<file path="config.mk">
export PLATFORM = sky130hd
export DESIGN_NAME = bin_a_bcd
export DESIGN_NICKNAME = d
export VERILOG_FILES = /design/src/rtl/bin_a_bcd.sv
export SDC_FILE = /design/constraint.sdc
export NUM_CORES = 1
export LEC_CHECK = 0
export CORE_MARGIN = 4
export CORE_UTILIZATION = 48
export DETAILED_ROUTE_END_ITERATION = 8
export DONT_BUFFER_PORTS = 1
export GPL_TIMING_DRIVEN = 0
export SETUP_SLACK_MARGIN = 0.4
export SLEW_MARGIN = 20
export SYNTH_ARGS = -nofsm -noshare
export SYNTH_HDL_FRONTEND = slang
export SYNTH_SLANG_ARGS = --single-unit
</file>
<file path="constraint.sdc">
create_clock -name i_Clk -period 2.1 [get_ports i_Clk]
set_input_delay 0.42 -clock i_Clk [delete_from_list [all_inputs] [get_ports i_Clk]]
set_output_delay 0.42 -clock i_Clk [all_outputs]
set_load 0.01 [all_outputs]
</file>
<file path="src/rtl/bin_a_bcd.sv">
// 14-bit binary to 4-digit BCD converter using serial double-dabble (one iteration per clock).
// Results are published only on completion; over-range values either saturate or wrap.
module bin_a_bcd #(
  parameter bit SAT_EN = 1'b1
) (
  input  logic        i_Clk,
  input  logic        i_Rst,
  input  logic        i_Start,
  input  logic [13:0] i_Bin,
  output logic [3:0]  o_Datos1,
  output logic [3:0]  o_Datos2,
  output logic [3:0]  o_Datos3,
  output logic [3:0]  o_Datos4,
  output logic        o_Busy,
  output logic        o_Done,
  output logic        o_Ovf
);

  typedef enum logic [1:0] {
    ST_IDLE = 2'd0,
    ST_CONV = 2'd1,
    ST_DONE = 2'd2
  } state_t;

  state_t      state_q, state_d;
  logic [13:0] bin_q, bin_d;
  logic [15:0] bcd_q, bcd_d;
  logic [3:0]  cnt_q, cnt_d;
  logic        pend_ovf_q, pend_ovf_d;
  logic [15:0] dig_q, dig_d;
  logic        ovf_q, ovf_d;
  logic        done_q, done_d;
  logic [15:0] adj;

  always_ff @(posedge i_Clk or posedge i_Rst) begin
    if (i_Rst) begin
      state_q    <= ST_IDLE;
      bin_q      <= '0;
      bcd_q      <= '0;
      cnt_q      <= '0;
      pend_ovf_q <= 1'b0;
      dig_q      <= '0;
      ovf_q      <= 1'b0;
      done_q     <= 1'b0;
    end else begin
      state_q    <= state_d;
      bin_q      <= bin_d;
      bcd_q      <= bcd_d;
      cnt_q      <= cnt_d;
      pend_ovf_q <= pend_ovf_d;
      dig_q      <= dig_d;
      ovf_q      <= ovf_d;
      done_q     <= done_d;
    end
  end

  always_comb begin
    state_d    = state_q;
    bin_d      = bin_q;
    bcd_d      = bcd_q;
    cnt_d      = cnt_q;
    pend_ovf_d = pend_ovf_q;
    dig_d      = dig_q;
    ovf_d      = ovf_q;
    done_d     = 1'b0;
    adj        = bcd_q;

    case (state_q)
      ST_IDLE: begin
        if (i_Start) begin
          bin_d      = i_Bin;
          bcd_d      = '0;
          cnt_d      = '0;
          // Over-range is decided from the captured value; the 16-bit scratch drops the fifth digit.
          pend_ovf_d = (i_Bin > 14'd9999);
          state_d    = ST_CONV;
        end
      end

      ST_CONV: begin
        for (int unsigned i = 0; i < 4; i++) begin
          if (adj[4*i +: 4] >= 4'd5) begin
            adj[4*i +: 4] = adj[4*i +: 4] + 4'd3;
          end
        end
        {bcd_d, bin_d} = {adj, bin_q} << 1;
        cnt_d = cnt_q + 4'd1;
        if (cnt_q == 4'd13) begin
          state_d = ST_DONE;
        end
      end

      ST_DONE: begin
        dig_d   = (SAT_EN && pend_ovf_q) ? 16'h9999 : bcd_q;
        ovf_d   = pend_ovf_q;
        done_d  = 1'b1;
        state_d = ST_IDLE;
      end

      default: begin
        state_d = ST_IDLE;
      end
    endcase
  end

  assign o_Datos1 = dig_q[15:12];
  assign o_Datos2 = dig_q[11:8];
  assign o_Datos3 = dig_q[7:4];
  assign o_Datos4 = dig_q[3:0];
  assign o_Busy   = (state_q != ST_IDLE);
  assign o_Done   = done_q;
  assign o_Ovf    = ovf_q;

endmodule

</file>
Word level (Yosys, flattened, before mapping)
Cells that the tools add are included.
Storage, ports and cells
  bits in read-only memories: 0
  register bits after elaboration: 55
  memories: 0
  output and inout bits: 19
  input bits: 17
  word-level logic and storage cells: 44
  memory bits (writable): 0
  bits in latches: 0
Cells by class
  eq/ne operators: 5
  add/subtract/negate cells: 5
  multipliers: 0
  shifts and indexed selects: 0
  bitwise operators: 0
  divide/modulo/power cells: 0
  reduce and logical (&&, ||, !) cells: 6
  mux-type cells: 15
  order comparisons: 5
Operators by type and width (number)
  16-bit two-way mux: 2
  16-bit case mux with 2 select lines: 1
  14-bit case mux with 2 select lines: 1
  4-bit by 3-bit >= comparator with 1-bit output, second input constant: 4
  4-bit two-way mux: 4
  14-bit > comparator, second input constant: 1
  14-bit two-way mux: 1
  4-bit by 2-bit adder with 4-bit output, second input constant: 3
  4-bit case mux with 2 select lines: 1
  2-bit AND reduction: 3
  4-bit by 1-bit adder with 4-bit output, second input constant: 1
  4-bit equality test, second input constant: 1
  2-bit two-way mux: 2
  2-bit != test, second input constant: 2
  2-bit case mux with 2 select lines: 1
  2-bit nonzero test: 2
  3-bit by 2-bit adder with 3-bit output, second input constant: 1
  3-bit two-way mux: 1
  2-bit by 1-bit equality test with 1-bit output, second input constant: 1
  2-bit equality test, second input constant: 1
  2-bit logical NOT: 1
  1-bit two-way mux: 1

Logic depth before layout (Yosys ltp)
Gate-level depths: netlist of the first run.
  word-level depth: 3
  depth in mapped cells: 6
  mapped depth without buffers: 6

Worst setup path before layout of the first run
OpenSTA, ideal clock, no wires.
  path type: register to register
  start point: register state_q[0]
  end point: register bin_q[1]
  path buffers: 2
  library setup time: 0.132 ns
  clock period less this slack: 1.440 ns
  required time: 1.968 ns
  path slack: 0.660 ns
  cell stages (with the launch flop): 7
  arrival: 1.308 ns
  cells stage by stage: dfrtp_1 > or2_1 > buf_6 > nor2_8 > buf_12 > mux2i_1 > o21ai_1
Between the ends
  cells in the longest elaborated chain, start to end: 3
  elaborated cells on any way between the ends: 6
  classes of those cells: 2 x eq/ne; 1 x mux; 3 x reduce/logical
Ends and longest elaborated chain
  start: declaration: line 25  | state_t state_q, state_d;
  start signal: assignment: line 46  | state_q <= state_d;
  2-bit by 1-bit equality test with 1-bit output or 2-bit logical NOT (tied branches): line 68  | case (state_q)
  2-bit nonzero test (no source line) or 2-bit != test (tied branches)
  2-bit AND reduction (no source line)
  end signal: assignment: line 47  | bin_q <= bin_d;
  end: declaration: line 26  | logic [13:0] bin_q, bin_d;
Parallel ways exist; a longest one is shown, timed or not.
A chain may end at the register's enable or synchronous reset.

Worst setup path in the final report of the first run
Same ends and word-level chain as after synthesis.

==> metrics, run 1 <==
Multi-input gate area 1100 µm²; Sink Count 55; TritonCTS buffer count 5; combinational share of power between 30% and 40%; Reg power frac between 40% and 50%; CP startpoint state_q[0]; synthesis-stage register bit count 55; antenna-violating nets left 0; hold_ws 0.0468 ns; sequential cell area approximately 1400 µm²; dpl hpwl 3.72 mm; GPL Wtd Cong slightly below 0.8; final WL ~5.2 mm; WL/cell 15.0 µm; Fillers between 400 and 500; Post-synth EDFFs 0; Clock Skew approximately 0.0039 ns; path type of the worst setup path register to register; Critical Path Start Type register; setup tns final 0 ns; switch share approximately two fifths; gr usage total between 10% and 20%; drt initial violations a little under 100; Area Overhead vs Synth 8.17%; Rel. slew slack 57.5%; post-CTS setup repair buffer count 0; most common flop cell mapped by yosys dfrtp_1; Die Y 81.7 µm; TritonCTS clock tree yes; Initial Util about half; r2r setup slk approximately 0.51 ns; Clock Power Share between 10% and 20%; r2r endpoint bin_q[1]; LEAKAGE 1.23 nW; maximum root-to-sink buffer count 2; total internal power roughly 0.0023 W; fin. max-slew vios 0; Final period util around three quarters; clk slew on worst S/H paths 0.09 ns; slowest stage cell, crit path dfrtp_1; DIE AREA between 6000 and 7000 µm²; r2r startpoint state_q[0]; # setup viols final 0; DR vias/cell 5.32; sequential share of the synthesized area between 50 and 60%; share of cells above drive strength 1 6.43%; # DRC 0; worst path arrival time 1.77 ns; DP Area ~2700 µm²; CP delay by family, top flip-flops; power per cell area 1400 nW/µm²; Distinct cells, synth 32; yosys warns 0; Max Freq 629 MHz; vias in the first global route about 1900; syn_area_per_cell around 9.6 µm²; RSZ-0062 raised after global routing no; largest net degree at the start of global routing 29; CP max FO 10; Final Instance Area approximately 2800 µm²; core box area approximately 5200 µm²; CP Capture Type register; required time worst endpoint about 2.3 ns; peak supply drop roughly 0.44 mV; Final Critical Period between 1.5 and 2 ns; endpoints failing hold 0; Ant. Diodes 0; Buf/Inv on CP 2; DR pass1 iterations 4; Root Buffer clkbuf_8; CP max stage delay approximately 0.45 ns; Chip Width about 82 µm; GRT overflow 0; Cell Area, Synth 2600 µm²; H-tree Lvls 2; asr flop ratio synth 100%; critical path cell sequence or2_1 > buf_6 > nor2_8 > buf_12 > mux2i_1 > o21ai_1; max-cap violation count 0; num ports 36; Post-Synthesis Net Count 298; status complete, no violations; via count ~1900; clk_lat worst skew just over 0.3 ns; # rows 26; Slew @ Worst Pin between 0.6 and 0.7 ns; R2R depth 6; initial antenna violation count 0; # port buffers 0; P_sw about 0.0016 W; Synth Instances approximately 270; Tightest Hold Check Type input pin to async pin; first-pass GRT wire length between 8 and 9 mm; Final nets 306
cell usage after synthesis (3+ instances only):
cell | count | area [µm²]
o311ai_0 | 5 | 43.8
nand3_1 | 10 | 50.1
inv_1 | 13 | 48.8
o21ai_0 | 41 | 205
o21ai_1 | 4 | 20.0
nand2_1 | 53 | 199
dfrtp_1 | 55 | 1380
mux2i_1 | 12 | 120
o31ai_1 | 6 | 45.0
nand2b_1 | 4 | 25.0
a21oi_1 | 7 | 35.0
nor3_1 | 4 | 20.0
nor2_1 | 13 | 48.8
xnor2_1 | 4 | 35.0
nor3b_1 | 3 | 22.5
buf_2 | 3 | 15.0
ha_1 | 10 | 125
clkbuf_1 | 10 | 37.5
metrics by stage:
step | instances | worst slack, ns | utilization, % | power (W)
after global routing | 350 | 0.418 | 54.5 | 0.00431
after detailed placement | 342 | 0.459 | 52.5 | 0.00334
after CTS | 350 | 0.447 | 54.5 | 0.00398
final | 350 | 0.511 | 54.5 | 0.00394
after global placement | 341 | 0.470 | 52.1 | 0.00330
after floorplan | 271 | 0.660 | - | 0.00293
state kept, by name (all words and copies together) (netlist names):
register	flops
bcd_q	16
bin_q	14
cnt_q	4
dig_q	16
o_Done	1
o_Ovf	1
pend_ovf_q	1
state_q	2
worst max path at each step:
stage | cells after the start | end | slack (ns)
3_3_place_gp | 5 | bcd_q[0] | 0.47
5_1_grt | 6 | bcd_q[9] | 0.42
3_5_place_dp | 5 | bcd_q[0] | 0.46
6_report | 6 | bin_q[1] | 0.51
4_1_cts | 5 | bin_q[1] | 0.45
2_1_floorplan | 6 | bin_q[1] | 0.66
kinds of logic after synthesis:
family          count (synthesis)  synth area share (%)
simple gates                   94                  16.5
compound gates                 67                  14.5
flops                          55                  52.8
buf+inv                        28                  5.09
mux                            12                  4.61
fa+ha+maj                      10                  4.80
xor+xnor                        5                  1.68
repair_timing:
item | 4_1_cts | 5_1_grt
hold buffers | 0 | 0
setup endpoints to repair | 0 | 10
resized for setup | 0 | 2
worst register-to-register path: cells and delay by family, from the launching register on:
| family | cells | cell delay [ns] |
|---|---|---|
| AO/OA/AOI/OAI | 1 | 0.08 |
| buffers and inverters | 2 | 0.31 |
| flip-flops | 1 | 0.45 |
| multiplexers | 1 | 0.18 |
| AND/OR/NAND/NOR | 2 | 0.44 |
area by class of cell:
cell class / instances / area share, %
plain buffers: 15 / 3.02
repair buffers: 1 / 0.710
well taps: 70 / 3.11
clock buffers: 8 / 3.55
flip-flops and latches: 55 / 48.8
inverters: 13 / 1.87
multi-input cells: 188 / 38.9
power groups by stage:
| stage | Clock [W] | Combinational [W] | Sequential (W) |
|---|---|---|---|
| global placement | 0 | 0.00146 | 0.00184 |
| finish | 0.000643 | 0.00148 | 0.00183 |
| floorplan | 0 | 0.00118 | 0.00176 |
| detailed placement | 0 | 0.00149 | 0.00185 |
| global route | 0.000700 | 0.00171 | 0.00190 |
| CTS | 0.000661 | 0.00149 | 0.00183 |
per-layer routing:
| layer | GRT usage [%] | vias to the layer above | part of all wire, % |
|---|---|---|---|
| li1 | - | 933 | - |
| met1 | 22.5 | 872 | 48 |
| met2 | 27.9 | 50 | 44 |
| met3 | 5.04 | 8 | 7.3 |
| met4 | 6.98 | 0 | 1.4 |
| met5 | 0 | - | 0 |
cell usage in the layout (no fill, tap or decap), drive strengths merged, types with 6 or more instances in the layout:
| cell | netlist | layout |
|---|---|---|
| a21oi | 7 | 7 |
| inv | 13 | 12 |
| ha | 10 | 10 |
| clkbuf | 10 | 18 |
| o31ai | 6 | 6 |
| o21ai | 45 | 45 |
| buf | 5 | 6 |
| nand2 | 53 | 53 |
| nand3 | 10 | 10 |
| nor2 | 14 | 14 |
| mux2i | 12 | 12 |
| dfrtp | 55 | 55 |
No activity file was read; power rests on OpenSTA's default activity.
==> run 2: changes to the inputs <==
PLACE_DENSITY = 0.65   (was unset)
clock period = 1.4 ns   (was 2.1 ns; I/O delays follow)
==> run 2 against run 1 <==
Compared with the run above: wire length grew 27%; combinational power increased to 2.9 times the previous value; highest routed layer unchanged; flip-flop and latch count stayed put; total power is 110% higher; via count increased by 11%; worst hold slack worse by 0.16 ns; the run now ends with negative hold slack, negative setup slack left; clock skew increased by 0.0097 ns.
==> metrics, run 2 (synthesis gave the netlist of run 1 again) <==
DIE AREA 6670 µm² (unchanged); status finished with violations; r2r startpoint state_q[1]; Initial Util 50.4% (unchanged); via count 2067 (+11%); TritonCTS clock tree yes; worst path arrival time 1.69 ns (-0.08 ns); CP Capture Type register; most common cell after layout, fill and taps aside dfrtp_1; CP max stage delay 0.42 ns (-0.03 ns); post-route setup slack -0.0944 ns (-0.606 ns); largest net degree at the start of global routing 31 (+6.9%); peak supply drop 1.21 mV (+180%); Tightest Hold Check Type input pin to async pin; DR vias/cell 5.50 (+3.3%); Final nets 332 (+8.5%); Die Y 81.7 µm (unchanged); GPL Wtd Cong 0.749 (-2.8%); Rel. slew slack 58.2% (+0.71 points); DR pass1 iterations 4 (unchanged); Tot Pwr 0.00837 W (+110%); vias in the first global route 2086 (+12%); RSZ-0062 raised after global routing yes; # port buffers 0 (unchanged); LEAKAGE 1.62 nW (+32%); Chip Width 81.7 µm (unchanged); dpl hpwl 4.01 mm (+7.7%); clk_lat worst skew 0.31 ns (about the same); num ports 36 (unchanged); critical path cell sequence or2_1 > buf_6 > nor2_8 > buf_12 > mux2i_1 > o21ai_1; max-cap violation count 0 (unchanged); required time worst endpoint 1.60 ns (-0.68 ns); Final Core Density 74.2% (+20 points); drt initial violations 118 (+19%); hold_ws -0.115 ns (-0.161 ns); Slew @ Worst Pin 0.627 ns (-0.00937 ns); Final Critical Period 1.49 ns (-0.0942 ns); final WL 6.69 mm (+27%); TritonCTS buffer count 5 (unchanged); GRT overflow 0 (unchanged); initial antenna violation count 0 (unchanged); endpoints failing hold 25 (+25); share of cells above drive strength 1 52.3% (+46 points); Final period util 107% (+31 points); fin. max-slew vios 0 (unchanged); core box area 5170 µm² (unchanged); Sink Count 55 (unchanged); # setup viols final 26 (+26); Root Buffer clkbuf_8; power per cell area 2180 nW/µm² (+56%); first-pass GRT wire length 10.5 mm (+20%); gr usage total 20.9% (+3.4 points); Clock Skew 0.0136 ns (+0.00969 ns); CP delay by family, top flip-flops; top flop regs bcd_q: 16 flops, dig_q: 16 flops, bin_q: 14 flops; Ant. Diodes 0 (unchanged); path type of the worst setup path register to register; WL/cell 17.8 µm (+19%); Critical Path Start Type register; CP startpoint state_q[1]; # DRC 0 (unchanged); antenna-violating nets left 0 (unchanged); Max Freq 669 MHz (+6.3%); most frequent cells in the layout dfrtp_1, nand2_1, o21ai_2, o21ai_1, nand2_4; clk slew on worst S/H paths 0.11 ns (+0.02 ns); failing checks negative hold slack, negative setup slack; Buf/Inv on CP 2 (unchanged); CP max FO 8 (-2); Area Overhead vs Synth 47.4%; H-tree Lvls 2 (unchanged); maximum root-to-sink buffer count 2 (unchanged); # rows 26 (unchanged); slowest stage cell, crit path dfrtp_1
[run 2: stage by stage]
stage | setup slack [ns] | setup TNS, ns | hold slack (ns) | cell area, µm² | std cells
CTS | -0.0977 | -0.635 | -0.0980 | 3550 | 368
floorplan | -0.0397 | -0.159 | 0.354 | 2860 | 271
global route | -0.133 | -2.19 | -0.0930 | 3840 | 376
finish | -0.0944 | -0.748 | -0.115 | 3840 | 376
global placement | -0.166 | -1.17 | 0.422 | 2950 | 341
detailed placement | -0.195 | -1.47 | 0.242 | 2970 | 342
[run 2: layer usage]
| metal | share of wire (%) | vias up | global-route usage [%] |
|---|---|---|---|
| li1 | - | 994 | - |
| met1 | 42 | 1032 | 26.4 |
| met2 | 53 | 37 | 36.5 |
| met3 | 4.6 | 4 | 5.15 |
| met4 | 0.70 | 0 | 4.15 |
| met5 | 0 | - | 0 |
[run 2: cell type report]
type                    instances  area (µm²)
multi-input cells             188        1610
repair buffers                 27         345
fillers                       343        1330
plain buffers                  15         231
clock inverters                 2        35.0
flip-flops and latches         55        1390
inverters                      13        52.6
well taps                      70        87.6
clock buffers                   6        82.6
[run 2: final timing paths]
kind / to / slack [ns] / cells after the start
worst max-delay path: bin_q[9] / -0.09 / 6
worst min-delay path: dig_q[14] / -0.11 / 1
worst max register to register: bin_q[9] / -0.09 / 6
worst min register to register: bin_q[7] / 0.50 / 2
max in group asynchronous: bcd_q[4] / 0.97 / 2
min in group i_Clk: bin_q[0] / 0.10 / 1
[run 2: report_power, final]
group / internal [W] / switching, W / leakage [nW] / total [W]
clock network: 0.000580 / 0.000523 / 0.0612 / 0.00110
registers: 0.00219 / 0.000815 / 0.709 / 0.00300
logic: 0.00214 / 0.00213 / 0.853 / 0.00427
total: 0.00491 / 0.00346 / 1.62 / 0.00837
[run 2: what timing repair did]
item	CTS	global route
setup endpoints to repair	74	74
gates cloned	6	2
buffers inserted	12	6
resized for setup	87	64
hold endpoints to repair	25	25
pin swaps	27	18
==> run 3: changes to the inputs <==
SLEW_MARGIN = 25   (was 20)
==> results of run 3 <==
No change in the layout: final DEF, timing and power equal those of run 2.
